[src/rtl/mc_ctrl_fsm.sv]
// Multi-cycle FETCH/DECODE/EXEC/MEM/WB sequencer for the RV32I core.
// Tracks the instruction class, bus wait time, retired count and sticky trap state.
module mc_ctrl_fsm #(
  parameter int TIMEOUT_CYC = 16,
  parameter int CNT_W       = 32
) (
  input  logic             i_clk,
  input  logic             i_reset,
  input  logic [6:0]       i_opcode,
  input  logic             i_insn_vld,
  input  logic             i_rd_wren,
  input  logic             i_imem_ack,
  input  logic             i_dmem_ack,
  output logic             o_imem_req,
  output logic             o_ir_en,
  output logic             o_dmem_req,
  output logic             o_dmem_we,
  output logic             o_rf_we,
  output logic             o_pc_en,
  output logic [2:0]       o_state,
  output logic             o_trap,
  output logic [1:0]       o_trap_cause,
  output logic [CNT_W-1:0] o_retire_cnt
);

  typedef enum logic [2:0] {
    S_FETCH  = 3'd0,
    S_DECODE = 3'd1,
    S_EXEC   = 3'd2,
    S_MEM    = 3'd3,
    S_WB     = 3'd4,
    S_TRAP   = 3'd5
  } state_t;

  typedef enum logic [1:0] {
    C_OTHER  = 2'd0,
    C_LOAD   = 2'd1,
    C_STORE  = 2'd2,
    C_BRANCH = 2'd3
  } class_t;

  localparam int WAIT_W = (TIMEOUT_CYC > 1) ? $clog2(TIMEOUT_CYC) : 1;
  localparam logic [WAIT_W-1:0] WAIT_LAST = WAIT_W'((TIMEOUT_CYC > 0) ? TIMEOUT_CYC - 1 : 0);

  state_t             state;
  class_t             cls;
  logic [WAIT_W-1:0]  wait_cnt;
  logic [CNT_W-1:0]   retire_cnt;
  logic               trap;
  logic [1:0]         trap_cause;
  logic               timeout_hit;

  assign timeout_hit = (TIMEOUT_CYC != 0) && (wait_cnt == WAIT_LAST);

  // Outputs come straight from the state register and live acks so a
  // zero-wait memory completes in the same cycle; reset forces them all low.
  always_comb begin
    o_imem_req   = 1'b0;
    o_ir_en      = 1'b0;
    o_dmem_req   = 1'b0;
    o_dmem_we    = 1'b0;
    o_rf_we      = 1'b0;
    o_pc_en      = 1'b0;
    o_state      = 3'd0;
    o_trap       = 1'b0;
    o_trap_cause = 2'b00;
    o_retire_cnt = '0;
    if (!i_reset) begin
      o_state      = state;
      o_trap       = trap;
      o_trap_cause = trap_cause;
      o_retire_cnt = retire_cnt;
      case (state)
        S_FETCH: begin
          o_imem_req = 1'b1;
          o_ir_en    = i_imem_ack;
        end
        S_EXEC:  o_pc_en = (cls == C_BRANCH);
        S_MEM: begin
          o_dmem_req = 1'b1;
          o_dmem_we  = (cls == C_STORE);
          o_pc_en    = i_dmem_ack && (cls == C_STORE);
        end
        S_WB: begin
          o_rf_we = i_rd_wren;
          o_pc_en = 1'b1;
        end
        default: ;
      endcase
    end
  end

  always_ff @(posedge i_clk) begin
    if (i_reset) begin
      state      <= S_FETCH;
      cls        <= C_OTHER;
      wait_cnt   <= '0;
      retire_cnt <= '0;
      trap       <= 1'b0;
      trap_cause <= 2'b00;
    end else begin
      // Every retire path raises o_pc_en exactly once, so it doubles as the count strobe.
      if (o_pc_en) retire_cnt <= retire_cnt + CNT_W'(1);
      case (state)
        S_FETCH: begin
          if (i_imem_ack) begin
            state <= S_DECODE;
          end else if (timeout_hit) begin
            state      <= S_TRAP;
            trap       <= 1'b1;
            trap_cause <= 2'b10;
          end else begin
            wait_cnt <= wait_cnt + WAIT_W'(1);
          end
        end
        S_DECODE: begin
          if (!i_insn_vld) begin
            state      <= S_TRAP;
            trap       <= 1'b1;
            trap_cause <= 2'b01;
          end else begin
            state <= S_EXEC;
            case (i_opcode)
              7'b0000011: cls <= C_LOAD;
              7'b0100011: cls <= C_STORE;
              7'b1100011: cls <= C_BRANCH;
              default:    cls <= C_OTHER;
            endcase
          end
        end
        S_EXEC: begin
          wait_cnt <= '0;
          case (cls)
            C_LOAD, C_STORE: state <= S_MEM;
            C_BRANCH:        state <= S_FETCH;
            default:         state <= S_WB;
          endcase
        end
        S_MEM: begin
          if (i_dmem_ack) begin
            wait_cnt <= '0;
            state    <= (cls == C_STORE) ? S_FETCH : S_WB;
          end else if (timeout_hit) begin
            state      <= S_TRAP;
            trap       <= 1'b1;
            trap_cause <= 2'b10;
          end else begin
            wait_cnt <= wait_cnt + WAIT_W'(1);
          end
        end
        S_WB: begin
          wait_cnt <= '0;
          state    <= S_FETCH;
        end
        S_TRAP:  state <= S_TRAP;
        default: state <= S_FETCH;
      endcase
    end
  end

endmodule

[config.mk]
export PLATFORM = sky130hd
export DESIGN_NAME = mc_ctrl_fsm
export DESIGN_NICKNAME = d
export VERILOG_FILES = /design/src/rtl/mc_ctrl_fsm.sv
export SDC_FILE = /design/constraint.sdc
export NUM_CORES = 1
export LEC_CHECK = 0
export CORE_ASPECT_RATIO = 2
export CORE_MARGIN = 2
export CORE_UTILIZATION = 35
export CTS_CLUSTER_DIAMETER = 30
export CTS_CLUSTER_SIZE = 16
export DETAILED_ROUTE_END_ITERATION = 12
export GPL_TIMING_DRIVEN = 1
export SLEW_MARGIN = 30
export SYNTH_ARGS = -nofsm -noshare
export SYNTH_HDL_FRONTEND = slang
export SYNTH_SLANG_ARGS = --single-unit
export TNS_END_PERCENT = 50
[constraint.sdc]
create_clock -name i_clk -period 3.5 [get_ports i_clk]
set_input_delay 0.7 -clock i_clk [delete_from_list [all_inputs] [get_ports i_clk]]
set_output_delay 0.7 -clock i_clk [all_outputs]
set_load 0.05 [all_outputs]
# Word level (Yosys, flattened, before mapping)
# Cells that the tools add are included.
# word_totals
inputBits	13
out_inout_bits	44
elab_cells	70
regBits	44
# op_classes
n_reduce_logical	9
addsub	2
muxes	38
n_eq_ne	15
# op_table
operator	n
$add 32x1->32 const B	1
$mux 32	1
$mux 3	6
$mux 1	16
$pmux 3 s5	1
$mux 4	3
$pmux 2 s3	2
$pmux 4 s3	1
$mux 2	5
$eq 7x2->1 const B	1
$eq 7x6->1 const B	1
$eq 7x7->1 const B	1
$eq 3x2->1 const B	2
$eq 3x3->1 const B	2
$ne 2x2->1 const B	3
$pmux 1 s3	2
$pmux 3 s2	1
$reduce_bool 3->1	2
$add 4x1->4 const B	1
$eq 2x2->1 const B	2
$eq 4x4->1 const B	1
$reduce_and 2->1	2
$reduce_and 4->1	1
$reduce_or 2->1	2
other kinds (4)	4

# Logic depth before layout (Yosys ltp)
# Gate-level depths: netlist of the first run.
# depth
word_depth	4
depth_mapped	8
mapped_depth_nobuf	7

# Worst setup path before layout of the first run
# OpenSTA, ideal clock, no wires.
# synth_timing
kind	input-to-output
from	input i_reset
to	output o_ir_en
arrival_time_ps	2653
path_slack_ps	147
stages	3
n_path_buf	0
path_cell_list	or2_2 > nor3_1 > and2_1
# synth_via
elab_chain_len	1
# synth_rtl
element	line_no	rtl
start, declared	8	input logic i_reset,
$mux 1	68	if (!i_reset) begin
end, declared	15	output logic o_ir_en,
# No other way between the ends.

# Worst setup path after layout of the first run
# layout_timing
from	input i_reset
to	output o_retire_cnt[12]
# layout_via
elab_chain_len	1
# layout_rtl
element	line_no	rtl
$mux 32	68	
end, declared	23	output logic [CNT_W-1:0] o_retire_cnt
# No other way between the ends.

==> summary.txt, run 1 <==
Outcome
  – Status: finished, final reports clean

Clock tree
  – Setup Buffers After CTS: 0
  – Sink Count: 44
  – TritonCTS clock tree: done
  – Clk buf depth: 2
  – CTS clk-pin slew, worst paths: approximately 60 ps
  – Resized cells post-CTS: 0
  – CTS Buf Count: 5
  – H-tree levels: 2
  – Cts hold-fix bufs: 0
  – CTS Root Cell: clkbuf_16
  – Worst-skew pair later-pin latency: 290 ps

Synthesis
  – Flops & latches, synth: 44
  – Post-synth ARST share: 0
  – Cell variety after synth: 50
  – Mean Syn Cell Area: approximately 8.5 um^2
  – Post-synth EDFFs: 0
  – Xor/xnor share of the synthesized area: 0.09405
  – Post-Synth Adder-Cell Area: 0.02399
  – Post-synthesis sequential area ratio: 0.3378
  – Syn Std Cell Area: 2608 um^2
  – Largest family of logic cells by synthesized area: simple AND/OR/NAND/NOR gates
  – Synth Net Count: about 320
  – Post-synthesis simple-gate area fraction: 0.4141
  – Predominant post-synthesis flop cell: dfxtp_1
  – Post-synthesis mux area share: 0.01008
  – Cells after Synth: 305
  – Yosys warns: 0
  – Synth Area in Compound Gates: 0.08253

Routing
  – Routed via count: 2295
  – DRT Wirelength: approximately 6.3 mm
  – DRC viols: 0
  – Via-to-Cell Ratio: 5.111
  – DR pass1 iterations: 4
  – Wire length per cell: between 10 and 15 um
  – Antenna Nets Post-Route: 0
  – Initial DRC count: 73

Worst setup path
  – R2R Setup Slk: 1380 ps
  – Worst setup path class: input pin to primary output
  – Reg2reg path depth: 6
  – CP required: 2800 ps
  – Nature of the critical path startpoint: input pin
  – Crit Path Max Fanout: 27
  – Crit end category: primary output
  – Arrival time worst endpoint: 2280 ps

Floorplanning
  – Die area: 8198 um^2
  – I/O pin count: 57
  – Core area: 7267 um^2
  – Die Height: 126.1 um
  – Row count: 44
  – Initial core utilization: 0.3588
  – Die width: ~65 um

STA
  – Final Hold Vio Count: 0
  – Min cycle time layout: between 2000 and 3000 ps
  – RSZ-0062 raised after global routing: no
  – # setup viols final: 0
  – Fmax: between 300 and 400 MHz
  – Tightest Pin Transition: 514.0 ps
  – Worst clock skew: 5.679 ps
  – Fin crit share: 0.8505
  – Relative slew slack: 0.6563
  – Final Slew Violations: 0
  – Sum of negative setup slack: 0 ps
  – Fin Hold WS: 475.9 ps

Global route
  – Overall routing resource usage: 0.1659
  – Initial antenna violation count: 0
  – Overflow after GRT: 0
  – First-pass GRT wire length: between 10 and 15 mm
  – Vias in the first global route: 2277
  – Largest net degree at the start of global routing: 35

Pwr
  – PwrDens: 343.8 nW/um^2
  – Peak VDD IR: around 0.00024 V
  – LEAKAGE: 1.214 nW
  – Tot Pwr: 1.168 mW

Finish
  – Final nets: 374
  – Synth-to-Final Area Change: 30.33%
  – Share of layout cells above drive strength 1: 0.08683
  – Final core utilization: 0.4676
  – Most frequent cells in the layout: 52 x clkdlybuf4s50_1, 44 x dfxtp_1, 41 x nor2b_1, 36 x nor2_1, 26 x xnor2_1
  – Most common cell after layout, fill and taps aside: clkdlybuf4s50_1
  – # diodes: 0

Place
  – Port Buffers: between 50 and 60
  – GP Congestion: about 0.82
  – Dpl hpwl: around 4.7 mm

Run
  – Max Cap Violations: 0

Hold path
  – Hold Crit Depth: 2
  – Hold crit path type: register to register
cell type report:
cell class                 instances  area [um^2]
clock buffer                       6        128.9
clock inverter                     2        35.03
fill                             747         3869
inverter                           3        11.26
multi-input combinational        241         1629
sequential                        44        880.8
tap                               92        115.1
timing repair buffer              61        598.1
routing by layer:
metal / vias to the layer above / global-route usage / routed length (um)
met5: - / 0 / 0
met1: 1081 / 0.1758 / 2383
li1: 1151 / - / -
met3: 13 / 0.03304 / 236
met4: 0 / 0.07966 / 204
met2: 50 / 0.3032 / 3458
power by group:
group | total (mW) | internal [mW] | switching [mW] | leakage (nW)
Combinational | 0.119 | 0.0469 | 0.0723 | 0.778
Sequential | 0.523 | 0.509 | 0.0139 | 0.355
Clock | 0.527 | 0.336 | 0.191 | 0.0808
Total | 1.17 | 0.891 | 0.277 | 1.21
Yosys cell counts, types with 5 or more instances:
library cell  count  area share
a21oi_1          12       0.023
and3_1            7       0.017
and4_1            6       0.020
clkbuf_1         10       0.014
dfxtp_1          44        0.34
ha_1              5       0.024
nand2_1          16       0.023
nand2b_1          6       0.014
nand3_1          11       0.021
nand4_1           5       0.012
nor2_1           36       0.052
nor2b_1          41       0.098
nor3_1           16       0.031
o21ai_0           7       0.013
or3_1             5       0.012
xnor2_1          26       0.087
critical path, cell delays in order:
cell             delay (ps)
buf_2                   400
buf_4                   360
nor2b_1                 100
clkdlybuf4s50_1         710
state kept, by name, summed over array words and instances, names as in the netlist:
| register | flops |
|---|---|
| retire_cnt | 32 |
| wait_cnt | 4 |
| trap | 1 |
| cls | 2 |
| trap_cause | 2 |
| state | 3 |
kinds of logic (layout without fill, tap and decap cells):
logic type	after synthesis	after routing
mux	2	2
flops	44	44
simple gates	173	173
buf+inv	20	72
compound gates	33	33
xor+xnor	28	28
fa+ha+maj	5	5
stage by stage:
stage	cells	setup WS (ps)	cell area, um^2
3_3_place_gp	441	532.6	3234
3_5_place_dp	441	510.3	3234
4_1_cts	449	492.8	3398
5_1_grt	449	413.7	3398
6_report	449	523.1	3398
2_1_floorplan	305	147.0	2608
final timing paths:
| kind | to | start |
|---|---|---|
| setup / recovery | o_retire_cnt[12] | i_reset |
| hold / removal | cls[0] | cls[0] |
| setup reg to reg | retire_cnt[11] | state[0] |
| hold reg to reg | cls[0] | cls[0] |
Power figures use the tool's default switching activity.
==> run 2, diff against run 1 <==
- CORE_MARGIN: 2 -> default
==> run 2 against run 1 <==
Compared with the run above:
- routed wire length decreased by 3.8%
- combinational power rose by 4%
- fmax shrank 0.68%
- via count increased by 1.2%
- power rose by 0.12%
- critical path type unchanged
- die area fell by 4.6%
- critical endpoint is now o_ir_en
- sequential cell count did not move
- design area barely moved
- clock skew shrank 0.86 ps
==> summary.txt, run 2 (same netlist as run 1, synthesis figures left out) <==
Outcome
  – Status: finished, final reports clean

Finish
  – Share of layout cells above drive strength 1: 0.07865
  – # diodes: 0
  – Most frequent cells in the layout: 54 x clkdlybuf4s50_1, 44 x dfxtp_1, 41 x nor2b_1, 36 x nor2_1, 26 x xnor2_1
  – Synth-to-Final Area Change: 30.23%
  – Top reg by flops: retire_cnt
  – Top flop regs: retire_cnt: 32 flops, wait_cnt: 4 flops, state: 3 flops
  – Most common cell after layout, fill and taps aside: clkdlybuf4s50_1
  – Final nets: 373
  – Final core utilization: 0.4709
  – Finished layout cell area: 3396 um^2
  – Max reg flops: 32

Global route
  – Largest net degree at the start of global routing: 78
  – Overall routing resource usage: 0.1639
  – Overflow after GRT: 0
  – Initial antenna violation count: 0
  – Vias in the first global route: 2201
  – First-pass GRT wire length: between 10 and 15 mm

Floorplanning
  – Core area: 7212 um^2
  – Die Height: approximately 120 um
  – Die width: 63.03 um
  – Row count: 44
  – Die area: 7820 um^2
  – I/O pin count: 57
  – Initial core utilization: 0.3616

Worst setup path
  – Crit Path Max Fanout: 4
  – Crit end category: primary output
  – Worst setup path class: input pin to primary output
  – Buffers plus inverters on the worst setup path: 2
  – Nature of the critical path startpoint: input pin
  – Crit path cell chain: buf_2 -> or2_2 -> nor3_1 -> and2_1 -> clkdlybuf4s50_1
  – Critical Path Max Stage Delay: 810 ps
  – Crit path max-delay cell type: clkdlybuf4s50_1
  – Arrival time worst endpoint: about 2300 ps
  – CP required: 2800 ps
  – Largest delay contributor family on the critical path: buffers and inverters

Routing
  – DR pass1 iterations: 4
  – Wire length per cell: 13.49 um
  – Via-to-Cell Ratio: 5.185
  – Routed via count: 2323
  – DRC viols: 0
  – Initial DRC count: 87
  – DRT Wirelength: 6.044 mm
  – Antenna Nets Post-Route: 0

Place
  – Placed Area: 3232 um^2
  – Port Buffers: 56
  – GP Congestion: 0.7739
  – Dpl hpwl: 4.260 mm
  – Post-place setup slack: 517.7 ps

Pwr
  – PwrDens: 344.5 nW/um^2
  – LEAKAGE: 1.208 nW
  – Peak VDD IR: 0.0002303 V

Clock tree
  – Setup Buffers After CTS: 0
  – Resized cells post-CTS: 0
  – CTS Root Cell: clkbuf_16
  – Cts hold-fix bufs: 0
  – Clk buf depth: 2
  – CTS Buf Count: 5
  – Worst-skew pair later-pin latency: 290 ps
  – H-tree levels: 2
  – TritonCTS clock tree: done
  – CTS clk-pin slew, worst paths: roughly 60 ps
  – Sink Count: 44

STA
  – Fin Hold WS: 481.0 ps
  – Final Slew Violations: 0
  – Fin crit share: 0.8564
  – Min cycle time layout: 2997 ps
  – Fmax: 333.6 MHz
  – Worst clock skew: ~4.8 ps
  – Sum of negative setup slack: 0 ps
  – Relative slew slack: 0.6461
  – RSZ-0062 raised after global routing: no
  – # setup viols final: 0
  – Tightest Pin Transition: between 500 and 600 ps
  – Final worst slack: ~500 ps
  – Final Hold Vio Count: 0

Run
  – Max Cap Violations: 0

Hold path
  – Hold crit path type: register to register
run 2: stage by stage:
| stage | power [mW] | instances |
|---|---|---|
| after floorplan | 0.6095 | 305 |
| after detailed placement | 0.6519 | 440 |
| after global routing | 1.213 | 448 |
| after CTS | 1.185 | 448 |
| final | 1.170 | 448 |
| after global placement | 0.6499 | 440 |
run 2: worst paths after layout:
check / startpoint / to / slack [ps] / cells past startpoint
max: i_reset / o_ir_en / 500 / 5
min: cls[0] / cls[0] / 480 / 2
max reg2reg: cls[0] / retire_cnt[11] / 1400 / 8
min reg2reg: cls[0] / cls[0] / 480 / 2
run 2: worst register-to-register path, cell delays in order, from the launching register on:
cell	delay [ps]
dfxtp_1	360
inv_1	70
ha_1	230
and3_1	230
a211oi_4	250
buf_4	420
and4b_1	260
xnor2_1	130
nor2_1	50
run 2: per-layer routing:
| layer | global-route usage | vias to the layer above | routed length [um] |
|---|---|---|---|
| li1 | - | 1154 | - |
| met1 | 0.1647 | 1103 | 2397 |
| met2 | 0.3085 | 54 | 3240 |
| met3 | 0.03388 | 12 | 210 |
| met4 | 0.09012 | 0 | 195 |
| met5 | 0 | - | 0 |
run 2: layout make-up:
cell class | instances | area [um^2]
Fill cell | 732 | 3816
Multi-Input combinational cell | 241 | 1629
Sequential cell | 44 | 880.8
Timing Repair Buffer | 60 | 595.6
Clock buffer | 6 | 128.9
Tap cell | 92 | 115.1
Clock inverter | 2 | 35.03
Inverter | 3 | 11.26
run 2: power by group:
group	switching, mW	leakage, nW	internal (mW)	total [mW]
registers	0.00834	0.355	0.509	0.517
clock network	0.193	0.0808	0.336	0.528
logic	0.0771	0.772	0.0473	0.124
total	0.278	1.21	0.892	1.17
